File: src/rtl/sfifo_param.sv
`default_nettype none
// ============================================================================
// Module      : sfifo_param
// Description : Parametrised single-clock FIFO with same-cycle-exact flags,
//               programmable almost-full/almost-empty thresholds, occupancy
//               count, overflow/underflow pulses and optional first-word-
//               fall-through read mode.
// Revision    : 1.0 - initial release
// ============================================================================
module sfifo_param #(
    parameter int WIDTH     = 8,
    parameter int DEPTH     = 16,
    parameter int AFULL_TH  = 12,
    parameter int AEMPTY_TH = 4,
    parameter int FWFT      = 0
) (
    input  logic                     clk,
    input  logic                     rst,
    input  logic                     winc,
    input  logic [WIDTH-1:0]         wdata,
    input  logic                     rinc,
    output logic [WIDTH-1:0]         rdata,
    output logic                     wfull,
    output logic                     rempty,
    output logic                     walmost_full,
    output logic                     ralmost_empty,
    output logic [$clog2(DEPTH):0]   count,
    output logic                     overflow,
    output logic                     underflow
);

    localparam int c_ADDR_W = $clog2(DEPTH);
    localparam int c_CNT_W  = c_ADDR_W + 1;

    // Thresholds pre-sized to the count width so comparisons stay width-exact.
    localparam logic [c_CNT_W-1:0] c_DEPTH_CNT  = c_CNT_W'(DEPTH);
    localparam logic [c_CNT_W-1:0] c_AFULL_CNT  = c_CNT_W'(AFULL_TH);
    localparam logic [c_CNT_W-1:0] c_AEMPTY_CNT = c_CNT_W'(AEMPTY_TH);
    localparam logic [c_ADDR_W:0]  c_PTR_ONE    = {{c_ADDR_W{1'b0}}, 1'b1};

    logic [WIDTH-1:0]    r_mem [DEPTH];
    logic [c_ADDR_W:0]   r_wptr;
    logic [c_ADDR_W:0]   r_rptr;
    logic [c_CNT_W-1:0]  r_count;
    logic                r_wfull;
    logic                r_rempty;
    logic                r_afull;
    logic                r_aempty;
    logic                r_overflow;
    logic                r_underflow;

    logic                w_wen;
    logic                w_ren;
    logic [c_CNT_W-1:0]  w_count_nxt;

    // Accepts are gated by the registered flags, which are exact every cycle.
    assign w_wen       = winc & ~r_wfull;
    assign w_ren       = rinc & ~r_rempty;
    assign w_count_nxt = r_count + {{c_ADDR_W{1'b0}}, w_wen}
                                 - {{c_ADDR_W{1'b0}}, w_ren};

    // Pointers, occupancy and all flags derive from the next count so the
    // flags reflect the access in the very next cycle.
    always_ff @(posedge clk) begin
        if (rst) begin
            r_wptr      <= '0;
            r_rptr      <= '0;
            r_count     <= '0;
            r_wfull     <= 1'b0;
            r_rempty    <= 1'b1;
            r_afull     <= 1'b0;
            r_aempty    <= 1'b1;
            r_overflow  <= 1'b0;
            r_underflow <= 1'b0;
        end else begin
            if (w_wen) begin
                r_wptr <= r_wptr + c_PTR_ONE;
            end
            if (w_ren) begin
                r_rptr <= r_rptr + c_PTR_ONE;
            end
            r_count     <= w_count_nxt;
            r_wfull     <= (w_count_nxt == c_DEPTH_CNT);
            r_rempty    <= (w_count_nxt == '0);
            r_afull     <= (w_count_nxt >= c_AFULL_CNT);
            r_aempty    <= (w_count_nxt <= c_AEMPTY_CNT);
            r_overflow  <= winc & r_wfull;
            r_underflow <= rinc & r_rempty;
        end
    end

    // Storage array is deliberately not reset; writes are blocked during reset.
    always_ff @(posedge clk) begin
        if (!rst && w_wen) begin
            r_mem[r_wptr[c_ADDR_W-1:0]] <= wdata;
        end
    end

    generate
        if (FWFT != 0) begin : g_fwft
            // Head word is visible combinationally whenever the FIFO is non-empty.
            assign rdata = r_mem[r_rptr[c_ADDR_W-1:0]];
        end else begin : g_std
            logic [WIDTH-1:0] r_rdata;

            // Registered read port: loads on an accepted read, holds otherwise.
            always_ff @(posedge clk) begin
                if (rst) begin
                    r_rdata <= '0;
                end else if (w_ren) begin
                    r_rdata <= r_mem[r_rptr[c_ADDR_W-1:0]];
                end
            end

            assign rdata = r_rdata;
        end
    endgenerate

    assign wfull         = r_wfull;
    assign rempty        = r_rempty;
    assign walmost_full  = r_afull;
    assign ralmost_empty = r_aempty;
    assign count         = r_count;
    assign overflow      = r_overflow;
    assign underflow     = r_underflow;

endmodule
`default_nettype wire

File: config.mk
export PLATFORM = sky130hd
export DESIGN_NAME = sfifo_param
export DESIGN_NICKNAME = d
export VERILOG_FILES = /design/src/rtl/sfifo_param.sv
export SDC_FILE = /design/constraint.sdc
export NUM_CORES = 1
export LEC_CHECK = 0
export ABC_AREA = 1
export ABC_CLOCK_PERIOD_IN_PS = 4900
export CORE_ASPECT_RATIO = 1.5
export CORE_MARGIN = 3
export CORE_UTILIZATION = 46
export DETAILED_ROUTE_END_ITERATION = 10
export PLACE_DENSITY_LB_ADDON = 0.05
export SLEW_MARGIN = 20
export SYNTH_ARGS = -nofsm -noshare
export SYNTH_HDL_FRONTEND = slang
export SYNTH_SLANG_ARGS = --single-unit
File: constraint.sdc
create_clock -name clk -period 4.9 [get_ports clk]
set_input_delay 0.98 -clock clk [delete_from_list [all_inputs] [get_ports clk]]
set_output_delay 0.98 -clock clk [all_outputs]
set_load 0.01 [all_outputs]
## After elaboration in Yosys (flattened, before gate mapping)

Memory sizes are Yosys's and may differ from the RTL's. A register that Yosys moved wholly into a read port is not among the register bits.
Cells that the tools add are included.

| operators by class | value |
|---|---|
| $add $sub $neg | 4 |
| order comparisons | 2 |
| equal/unequal tests | 1 |
| mux-type cells | 2 |
| bitwise logic cells | 6 |
| reductions and logical operators | 3 |

Operators by type and width:

| kind | count |
|---|---|
| 5-bit by 1-bit adder with 5-bit output, second input constant | 2 |
| 5-bit by 1-bit adder with 5-bit output | 1 |
| 5-bit equality test, second input constant | 1 |
| 5-bit by 4-bit greater-or-equal comparator with 1-bit output, second input constant | 1 |
| 5-bit by 3-bit less-or-equal comparator with 1-bit output, second input constant | 1 |
| 5-bit logical NOT | 1 |
| 5-bit by 1-bit subtractor with 5-bit output | 1 |
| 1-bit bitwise AND | 4 |
| 1-bit 2-to-1 mux | 2 |
| 1-bit NOT | 2 |
| 1-bit logical AND | 1 |
| 1-bit logical NOT | 1 |

| storage, ports and cells | value |
|---|---|
| register bits after elaboration | 21 |
| memory bits (writable) | 128 |
| input bits | 12 |
| memories | 1 |

Memories:

| memory | depth | bits a word | rd ports | clocked after Yosys merged registers in | write ports | RTL line | RTL |
|---|---|---|---|---|---|---|---|
| r_mem | 16 | 8 | 1 | 1 | 1 | 41 | `logic [WIDTH-1:0] r_mem [DEPTH];` |

## Longest topological paths before layout

Gate-level depths: netlist (run 1).

| depth | value |
|---|---|
| depth in word-level cells | 5 |
| mapped depth | 14 |
| gate-level depth less buffers | 14 |

## Worst setup path before layout (run 1)

Ideal clock, no wire load.

| timing path | value |
|---|---|
| kind | input to register |
| from | input port winc |
| to | register r_afull (netlist: walmost_full) |
| data arrival time | 2,646 ps |
| data required time | 4,776 ps |
| setup slack | 2,130 ps |
| stages on the path | 14 |
| cell sequence | inv_2 -> nor2_2 -> inv_2 -> ha_1 -> inv_1 -> ha_1 -> fa_1 -> nand3_1 -> nand2_1 -> and2_1 -> nor2_1 -> nor2_1 -> inv_2 -> o21ai_1 |

| on the way | value |
|---|---|
| cells in the longest elaborated chain, start to end | 4 |

Ends and longest elaborated chain:

| item | RTL line | RTL |
|---|---|---|
| start: declaration | 19 | `input logic winc,` |
| 1-bit bitwise AND | 57 | `assign w_wen = winc & ~r_wfull;` |
| 5-bit by 1-bit adder with 5-bit output | 59 | `assign w_count_nxt = r_count + {{c_ADDR_W{1'b0}}, w_wen}` |
| 5-bit by 1-bit subtractor with 5-bit output | 60 | `- {{c_ADDR_W{1'b0}}, w_ren};` |
| 5-bit by 4-bit greater-or-equal comparator with 1-bit output | 85 | `r_afull <= (w_count_nxt >= c_AFULL_CNT);` |
| end signal: assignment | 85 |  |
| end: declaration | 47 | `logic r_afull;` |

Every way passes these cells.
A chain may end at the register's enable or synchronous reset.

## Worst setup path after layout (run 1)

Same ends and word-level chain as after synthesis.

==> results.toml, run 1 <==
[status]
status = "complete, no violations"

[routing]
postRouteAntennaNets = 0
avgViaCountPerCell = 5.33
drc_errors = 0
post_drt_wl_per_cell_um = 18.8
via_count = 4270
firstDrtPassIters = 5
routed_wl_mm = 15.1
first_iter_violations = 308

[clock_tree]
root_buffer = "clkbuf_16"
cts_sinks = 155
cts.clk_slew.worst_paths_ns = 0.06
hold_buffers = 0
post_cts_resized = 0
cts_tree = "done"
htreeDepth = 4
numCtsBuffers = 17
cts_buffer_depth = 2
postCtsSetupBuffers = 0
worstSkewPairLatency_ns = 0.41

[sta]
worst_slew_margin_rel_pct = 36.5
worstMarginPinSlew_ns = 0.949
timing.setup.tns_ns = 0
slew_viol_final = 0
period_needed_ns = 3.01
report.final.hold_viol_count = 0
setup_viol = 0
fin_crit_sh_pct = 61.5
whs_ns = 0.464
setup_slack_ns = 1.89
skew_ns = 0.00712
rsz0062_at_grt = "no"
fmax_mhz = 332

[yosys]
syn_nets = 627
yosysSeqAreaShare_pct = 68.1
syn_avg_cell_area_um2 = 10.7
netlist_instances = 604
netlist_area_um2 = 6440
synth_warnings = 0
ys_ff_latch = 155
ys_types = 24

[floorplan]
design.core.area_um2 = 13600
rows = 52
dieWidth_um = 103
die_h_um = 151
design.die.area_um2 = 15500
initial_core_util_pct = 47.4
ioPinCount = 31

[layout]
n_antenna_cell = 0
fin_cells = 801
final_common_cell = "nand2_1"
final_cell_mix = "nand2_1, edfxtp_1, nand3_1, nor2_1, clkdlybuf4s50_1"
drive_gt1_share_pct = 6.42
area_delta_synth_final_pct = 13.9
nets = 649

[placement]
io_buffers = 30
post-place-ws_ns = 1.44
place_inst = 769
routabilityCongestion = 0.873
hpwl_mm = 9.72

[critical_path]
end_kind = "register"
required_ns = 5.19
worstSetupPathType = "primary input to register"
critPathArrivalTime_ns = 3.31
critPathLaunchType = "primary input"
path_max_fanout = 6

[global_route]
grt_start_max_net_pins = 68
grt_pass1_wl_mm = 22.6
antenna_found_initial = 0
grt_util_all_layers_pct = 20.6
overflow = 0
grt_pass1_vias = 4075

[power]
p_leak_nw = 2.80
peakVddDrop_mv = 0.305
power_density_nw_per_um2 = 494
total_power_w = 0.00363

[run]
max-cap-violations = 0

[hold_path]
hold_class = "register to register"
[Yosys cell counts]
cell | count | share of area (%)
and2_1 | 1 | 0.097
nor3_1 | 3 | 0.23
o21ai_1 | 2 | 0.16
nor2_2 | 1 | 0.097
nor2_1 | 48 | 2.8
buf_4 | 3 | 0.35
ha_1 | 10 | 1.9
xnor2_1 | 1 | 0.14
inv_1 | 28 | 1.6
nand3_1 | 107 | 8.3
a21oi_1 | 9 | 0.70
xor2_1 | 2 | 0.27
inv_2 | 8 | 0.47
clkbuf_1 | 2 | 0.12
nand2_1 | 192 | 11
clkinv_1 | 1 | 0.058
fa_1 | 1 | 0.31
dfxtp_1 | 27 | 8.4
edfxtp_1 | 128 | 60
buf_6 | 8 | 1.4
a31oi_1 | 1 | 0.097
buf_1 | 3 | 0.17
o21ai_0 | 4 | 0.31
buf_2 | 14 | 1.1
[cell type report]
type | count | area, µm²
fill | 1176 | 6260
sequential | 155 | 4390
multi-input combinational | 382 | 1720
clock buffer | 17 | 425
timing repair buffer | 33 | 323
tap | 162 | 203
clock inverter | 15 | 145
inverter | 37 | 140
[state kept, by name, indices dropped and copies added (netlist names)]
name	flops
r_mem	128
rdata	8
count	5
r_rptr	4
r_wptr	4
overflow	1
ralmost_empty	1
rempty	1
underflow	1
walmost_full	1
wfull	1
[worst paths after layout]
check,start,endpoint,slack (ns),cells past startpoint
min reg2reg,rempty,underflow,0.46,2
max reg2reg,wfull,walmost_full,2.60,13
max,winc,walmost_full,1.89,15
min,rempty,underflow,0.46,2
[logic make-up after synthesis]
| logic type | after synthesis | share of synthesized area, % |
|---|---|---|
| AOI/OAI and AO/OA | 16 | 1.26 |
| xor gates and xnor gates | 3 | 0.408 |
| adders and majority gates | 11 | 2.25 |
| buffers and inverters | 67 | 5.28 |
| DFF | 155 | 68.1 |
| and+or+nand+nor | 352 | 22.7 |
[metal layers]
metal  vias to the layer above  GRT usage (%)  share of wire, %
met3                        19           4.75               3.6
met2                        97           36.8                55
met5                         -              0                 0
met1                      2078           24.3                40
li1                       2076              -                 -
met4                         0           6.04               1.6
[worst max-delay path, stage by stage]
cell and delay (ns):
clkdlybuf4s50_1 0.49, inv_2 0.04, nor2_2 0.20, inv_2 0.08, ha_1 0.28, inv_1 0.04
ha_1 0.19, fa_1 0.41, nand3_1 0.10, nand2_1 0.06, and2_1 0.13, nor2_1 0.08
nor2_1 0.08, inv_2 0.10, o21ai_1 0.06
[power breakdown]
group,switching [W],internal (W)
Sequential,0.0000447,0.00150
Combinational,0.000524,0.000294
Clock,0.000512,0.000748
Total,0.00108,0.00255
[stage by stage]
stage               instance area, µm²  utilization [%]
CTS                               7340             54.0
global placement                  6770             49.8
finish                            7340             54.0
detailed placement                6770             49.8
floorplan                         6440                -
global route                      7340             54.0
Note: power is estimated with default switching activity, not from simulation.
==> run 2: changes to the inputs <==
Settings changed: ABC_CLOCK_PERIOD_IN_PS 4900 to 3100.
Clock period 4.9 ns to 3.1 ns, I/O delays scaled along.
==> run 2 against run 1 <==
Against the previous run:
- global-route usage rose by 0.10 points
- final area rose by 1.7%
- highest routed layer unchanged
- critical path type unchanged
- combinational power rose by 60%
- first-iteration DRC count is 6.5% lower
- largest power group unchanged
- setup slack worse by 1.3 ns
- clock power increased by 49%
- sequential power up 57%
==> results.toml, run 2 (same netlist as run 1, synthesis figures left out) <==
[critical_path]
cp_slowest_stage_delay_ns = 0.49
reg2reg_slack_ns = 0.88
path_max_fanout = 4
required_ns = 3.39
end_kind = "register"
critPathArrivalTime_ns = 2.86
reg2regPathDepth = 12
slowest_stage = "clkdlybuf4s50_1"
cp_top_family = "adder cells"
critPathLaunchType = "primary input"
crit_chain = "clkdlybuf4s50_1 -> inv_2 -> nor2_2 -> inv_2 -> ha_1 -> inv_1 -> ha_1 -> fa_1 -> nand3_1 -> nand2_1 -> nor2_1 -> nor2_1 -> nor2_1 -> a21oi_1"
r2r-end = "rempty"
worstSetupPathType = "primary input to register"
r2r_start = "wfull"
crit_path_start = "winc"
crit_buf_inv = 4
cpMostUsedCell = "nor2_1"

[clock_tree]
postCtsSetupBuffers = 0
cts_sinks = 155
worstSkewPairLatency_ns = 0.41
hold_buffers = 0
post_cts_resized = 0
cts_tree = "done"
cts_buffer_depth = 2
htreeDepth = 4
root_buffer = "clkbuf_16"
cts.clk_slew.worst_paths_ns = 0.06
numCtsBuffers = 17

[sta]
setup_slack_ns = 0.536
fin_crit_sh_pct = 82.7
slew_viol_final = 0
worstMarginPinSlew_ns = 0.777
timing.setup.tns_ns = 0
report.final.hold_viol_count = 0
rsz0062_at_grt = "no"
period_needed_ns = 2.56
fmax_mhz = 390
setup_viol = 0
skew_ns = 0.00960
worst_slew_margin_rel_pct = 48.0

[global_route]
grt_pass1_vias = 4160
antenna_found_initial = 0
top_usage_layer = "met2"
grt_pass1_wl_mm = 23.0
grt_util_all_layers_pct = 20.7
grt_start_max_net_pins = 68
use_met2_pct = 33.0
overflow = 0
grtUsageMet3_pct = 4.33
grt_use_met1_pct = 27.7

[placement]
routabilityCongestion = 0.892
post-place-ws_ns = 0.0983
io_buffers = 30
place_inst = 790
placed_area_um2 = 6920
hpwl_mm = 9.56

[power]
p_leak_nw = 2.91
power_frac_seq_pct = 43.3
pwr-share-comb_pct = 23.2
power_density_nw_per_um2 = 755
p_sw_share_pct = 29.9
p_switching_w = 0.00168
p_clk_share_pct = 33.4
p_int_w = 0.00395
peakVddDrop_mv = 0.495

[floorplan]
design.die.area_um2 = 15500
initial_core_util_pct = 47.4
dieWidth_um = 103
rows = 52
ioPinCount = 31
die_h_um = 151
design.core.area_um2 = 13600

[layout]
largest_reg_flops = 128
area_delta_synth_final_pct = 15.9
utilization_pct = 54.9
n_antenna_cell = 0
final_cell_mix = "nand2_1, edfxtp_1, nand3_1, nor2_1, clkdlybuf4s50_1"
fin_cells = 822
fin_area_um2 = 7460
nets = 670
final_common_cell = "nand2_1"
drive_gt1_share_pct = 9.85

[hold_path]
whs_path_depth = 2
holdCritStartpoint = "rempty"
hold_class = "register to register"
min_to = "underflow"

[status]
status = "complete, no violations"

[routing]
firstDrtPassIters = 5
routed_wl_mm = 15.0
post_drt_wl_per_cell_um = 18.3
avgViaCountPerCell = 5.21
drc_errors = 0
postRouteAntennaNets = 0
first_iter_violations = 288
via_count = 4280

[run]
max-cap-violations = 0
[run 2: cell type report]
cell class                 count  area [µm²]
fill                        1218        6130
sequential                   155        4390
multi-input combinational    382        1720
timing repair buffer          54         480
clock buffer                  22         478
tap                          162         203
inverter                      37         139
clock inverter                10        61.3
[run 2: per-stage QoR]
step	hold slack [ns]	power (W)
2_1_floorplan	0.473	0.00336
3_3_place_gp	0.446	0.00378
3_5_place_dp	0.458	0.00381
4_1_cts	0.467	0.00568
5_1_grt	0.491	0.00592
6_report	0.463	0.00563
[run 2: how the worst max path moves through the flow]
stage               slack (ns)  cells after the start            to
finish                    0.54                     14        rempty
global route              0.35                     15         wfull
CTS                       0.54                     14        rempty
detailed placement         0.1                     14        rempty
global placement          0.18                     15  walmost_full
floorplan                 0.69                     14  walmost_full
[run 2: tightest hold or removal path, cell delays in order (launching register included)]
cell and delay, ns:
dfxtp_1 0.32, nand2_1 0.06, nor2_1 0.04
[run 2: metal layers]
layer / wire length (µm) / up-vias
met5: 0 / -
met4: 380 / 0
met3: 621 / 20
met2: 7480 / 109
met1: 6550 / 2037
li1: - / 2114
[run 2: power by group through the flow]
stage | combinational [W] | clock (W) | sequential, W
final | 0.00131 | 0.00188 | 0.00244
after global routing | 0.00147 | 0.00199 | 0.00245
after CTS | 0.00132 | 0.00191 | 0.00244
after detailed placement | 0.00132 | 0 | 0.00249
after global placement | 0.00130 | 0 | 0.00248
after floorplan | 0.000849 | 0 | 0.00251
==> run 3: changes to the inputs <==
Settings changed: ABC_CLOCK_PERIOD_IN_PS 3100 to 2200.
Clock period 3.1 ns to 2.2 ns, I/O delays scaled along.
==> run 3 against run 2 <==
Against the previous run:
- sequential power up 41%
- final cell count is 1.1% higher
- die area stayed put
- hold slack worse by 0.19 ns
- total power increased by 48%
- setup slack worse by 0.36 ns
- final area rose by 2.2%
- critical path depth fell by 4
- wire length fell by 1.8%
- via count rose by 0.82%
- clock power increased by 54%
- clock skew barely moved
- critical endpoint is now ralmost_empty
- highest routed layer unchanged
==> results.toml, run 3 (same netlist as run 1, synthesis figures left out) <==
[clock_tree]
worstSkewPairLatency_ns = 0.42
htreeDepth = 4
numCtsBuffers = 17
cts_tree = "done"
cts_buffer_depth = 2
cts.clk_slew.worst_paths_ns = 0.06
root_buffer = "clkbuf_16"
cts_sinks = 155

[global_route]
grt_util_all_layers_pct = 20.6
grt_pass1_vias = 4400
grt_start_max_net_pins = 68
antenna_found_initial = 0
overflow = 0
grt_pass1_wl_mm = 23.3

[layout]
nets = 679
final_common_cell = "nand2_1"
n_antenna_cell = 0
drive_gt1_share_pct = 12.0
area_delta_synth_final_pct = 18.4
largest_reg_flops = 128
utilization_pct = 56.1
num-fill-cells = 1182
final_cell_mix = "nand2_1, edfxtp_1, nand3_1, nor2_1, buf_4"
fin_area_um2 = 7620

[power]
power_density_nw_per_um2 = 1090
peakVddDrop_mv = 0.661
p_leak_nw = 2.97

[sta]
skew_ns = 0.00945
fin_crit_sh_pct = 92.1
report.final.hold_viol_count = 0
worstMarginPinSlew_ns = 0.745
worst_slew_margin_rel_pct = 50.2
rsz0062_at_grt = "no"
slew_viol_final = 0
fmax_mhz = 493
setup_slack_ns = 0.173
setup_viol = 0
timing.setup.tns_ns = 0
whs_ns = 0.276
period_needed_ns = 2.03

[routing]
drc_errors = 0
via_count = 4315
post_drt_wl_per_cell_um = 17.8
routed_wl_mm = 14.8
postRouteAntennaNets = 0
first_iter_violations = 266
firstDrtPassIters = 4
avgViaCountPerCell = 5.19

[floorplan]
dieWidth_um = 103
rows = 52
die_h_um = 151
ioPinCount = 31
design.core.area_um2 = 13600
initial_core_util_pct = 47.4
design.die.area_um2 = 15500

[hold_path]
whs_path_depth = 3
holdCritStartpoint = "rinc"
hold_class = "primary input to register"
min_to = "underflow"

[critical_path]
critPathLaunchType = "register"
critPathArrivalTime_ns = 2.33
reg2reg_slack_ns = 0.17
worstSetupPathType = "register to register"
end_kind = "register"
reg2regPathDepth = 10
r2r-end = "ralmost_empty"
r2r_start = "wfull"
path_max_fanout = 3
required_ns = 2.50

[run]
max-cap-violations = 0

[status]
status = "complete, no violations"

[placement]
hpwl_mm = 9.43
io_buffers = 30
post-place-ws_ns = -0.488
placed_area_um2 = 7020
routabilityCongestion = 0.856
-- run 3: cell types whose count changed in the layout (fill, tap and decap cells not counted), sizes merged --
cell / before / now
dlygate4sd2: 0 / 1
clkdlybuf4s50: 30 / 28
clkinvlp: 0 / 3
buf: 24 / 33
clkbuf: 22 / 17
bufinv: 0 / 2
dlymetal6s2s: 0 / 1
-- run 3: layout make-up --
cell class	instances	area, µm²	area share, %
multi-input cells	382	1730	22.7
inverters	37	139	1.82
flip-flops and latches	155	4390	57.5
well taps	162	203	2.66
clock buffers	17	425	5.58
clock inverters	15	163	2.13
repair buffers	63	574	7.53
-- run 3: worst max path at each step --
stage	start	end	slack (ns)	cells past startpoint
2_1_floorplan	rinc	rempty	0.03	12
3_5_place_dp	winc	wfull	-0.49	15
4_1_cts	rinc	rempty	0.008	12
6_report	wfull	ralmost_empty	0.17	10
5_1_grt	wfull	walmost_full	0.03	13
3_3_place_gp	winc	wfull	-0.44	15
-- run 3: critical path, cell delays in order, from the launching register on --
cell and delay (ns):
dfxtp_2 0.34, nor2_4 0.12, inv_2 0.05, ha_1 0.26, inv_1 0.04, ha_2 0.17
fa_2 0.55, nor2_2 0.05, buf_4 0.12, o21ai_0 0.14, a21oi_1 0.08
-- run 3: metrics by stage --
stage / power (W) / std cells
finish: 0.00832 / 831
global route: 0.00876 / 831
floorplan: 0.00474 / 604
global placement: 0.00542 / 798
detailed placement: 0.00545 / 798
CTS: 0.00836 / 830
-- run 3: routing by layer --
metal,routed length [µm],up-vias,track usage (%)
met5,0,-,0
met1,6350,2072,26.5
li1,-,2136,-
met4,500,0,9.72
met2,7510,76,33.7
met3,408,31,3.46
-- run 3: where the power goes --
group / total (W) / internal (W) / leakage [nW] / switching (W)
logic: 0.00198 / 0.000795 / 1.32 / 0.00119
registers: 0.00345 / 0.00335 / 1.38 / 0.000100
clock network: 0.00289 / 0.00169 / 0.282 / 0.00119
-- run 3: timing repair --
item | CTS | global route
setup endpoints to repair | 4 | 4
pin swaps | 2 | 7
hold buffers | 0 | 0
setup buffers | 0 | 1
gates resized for setup | 3 | 4
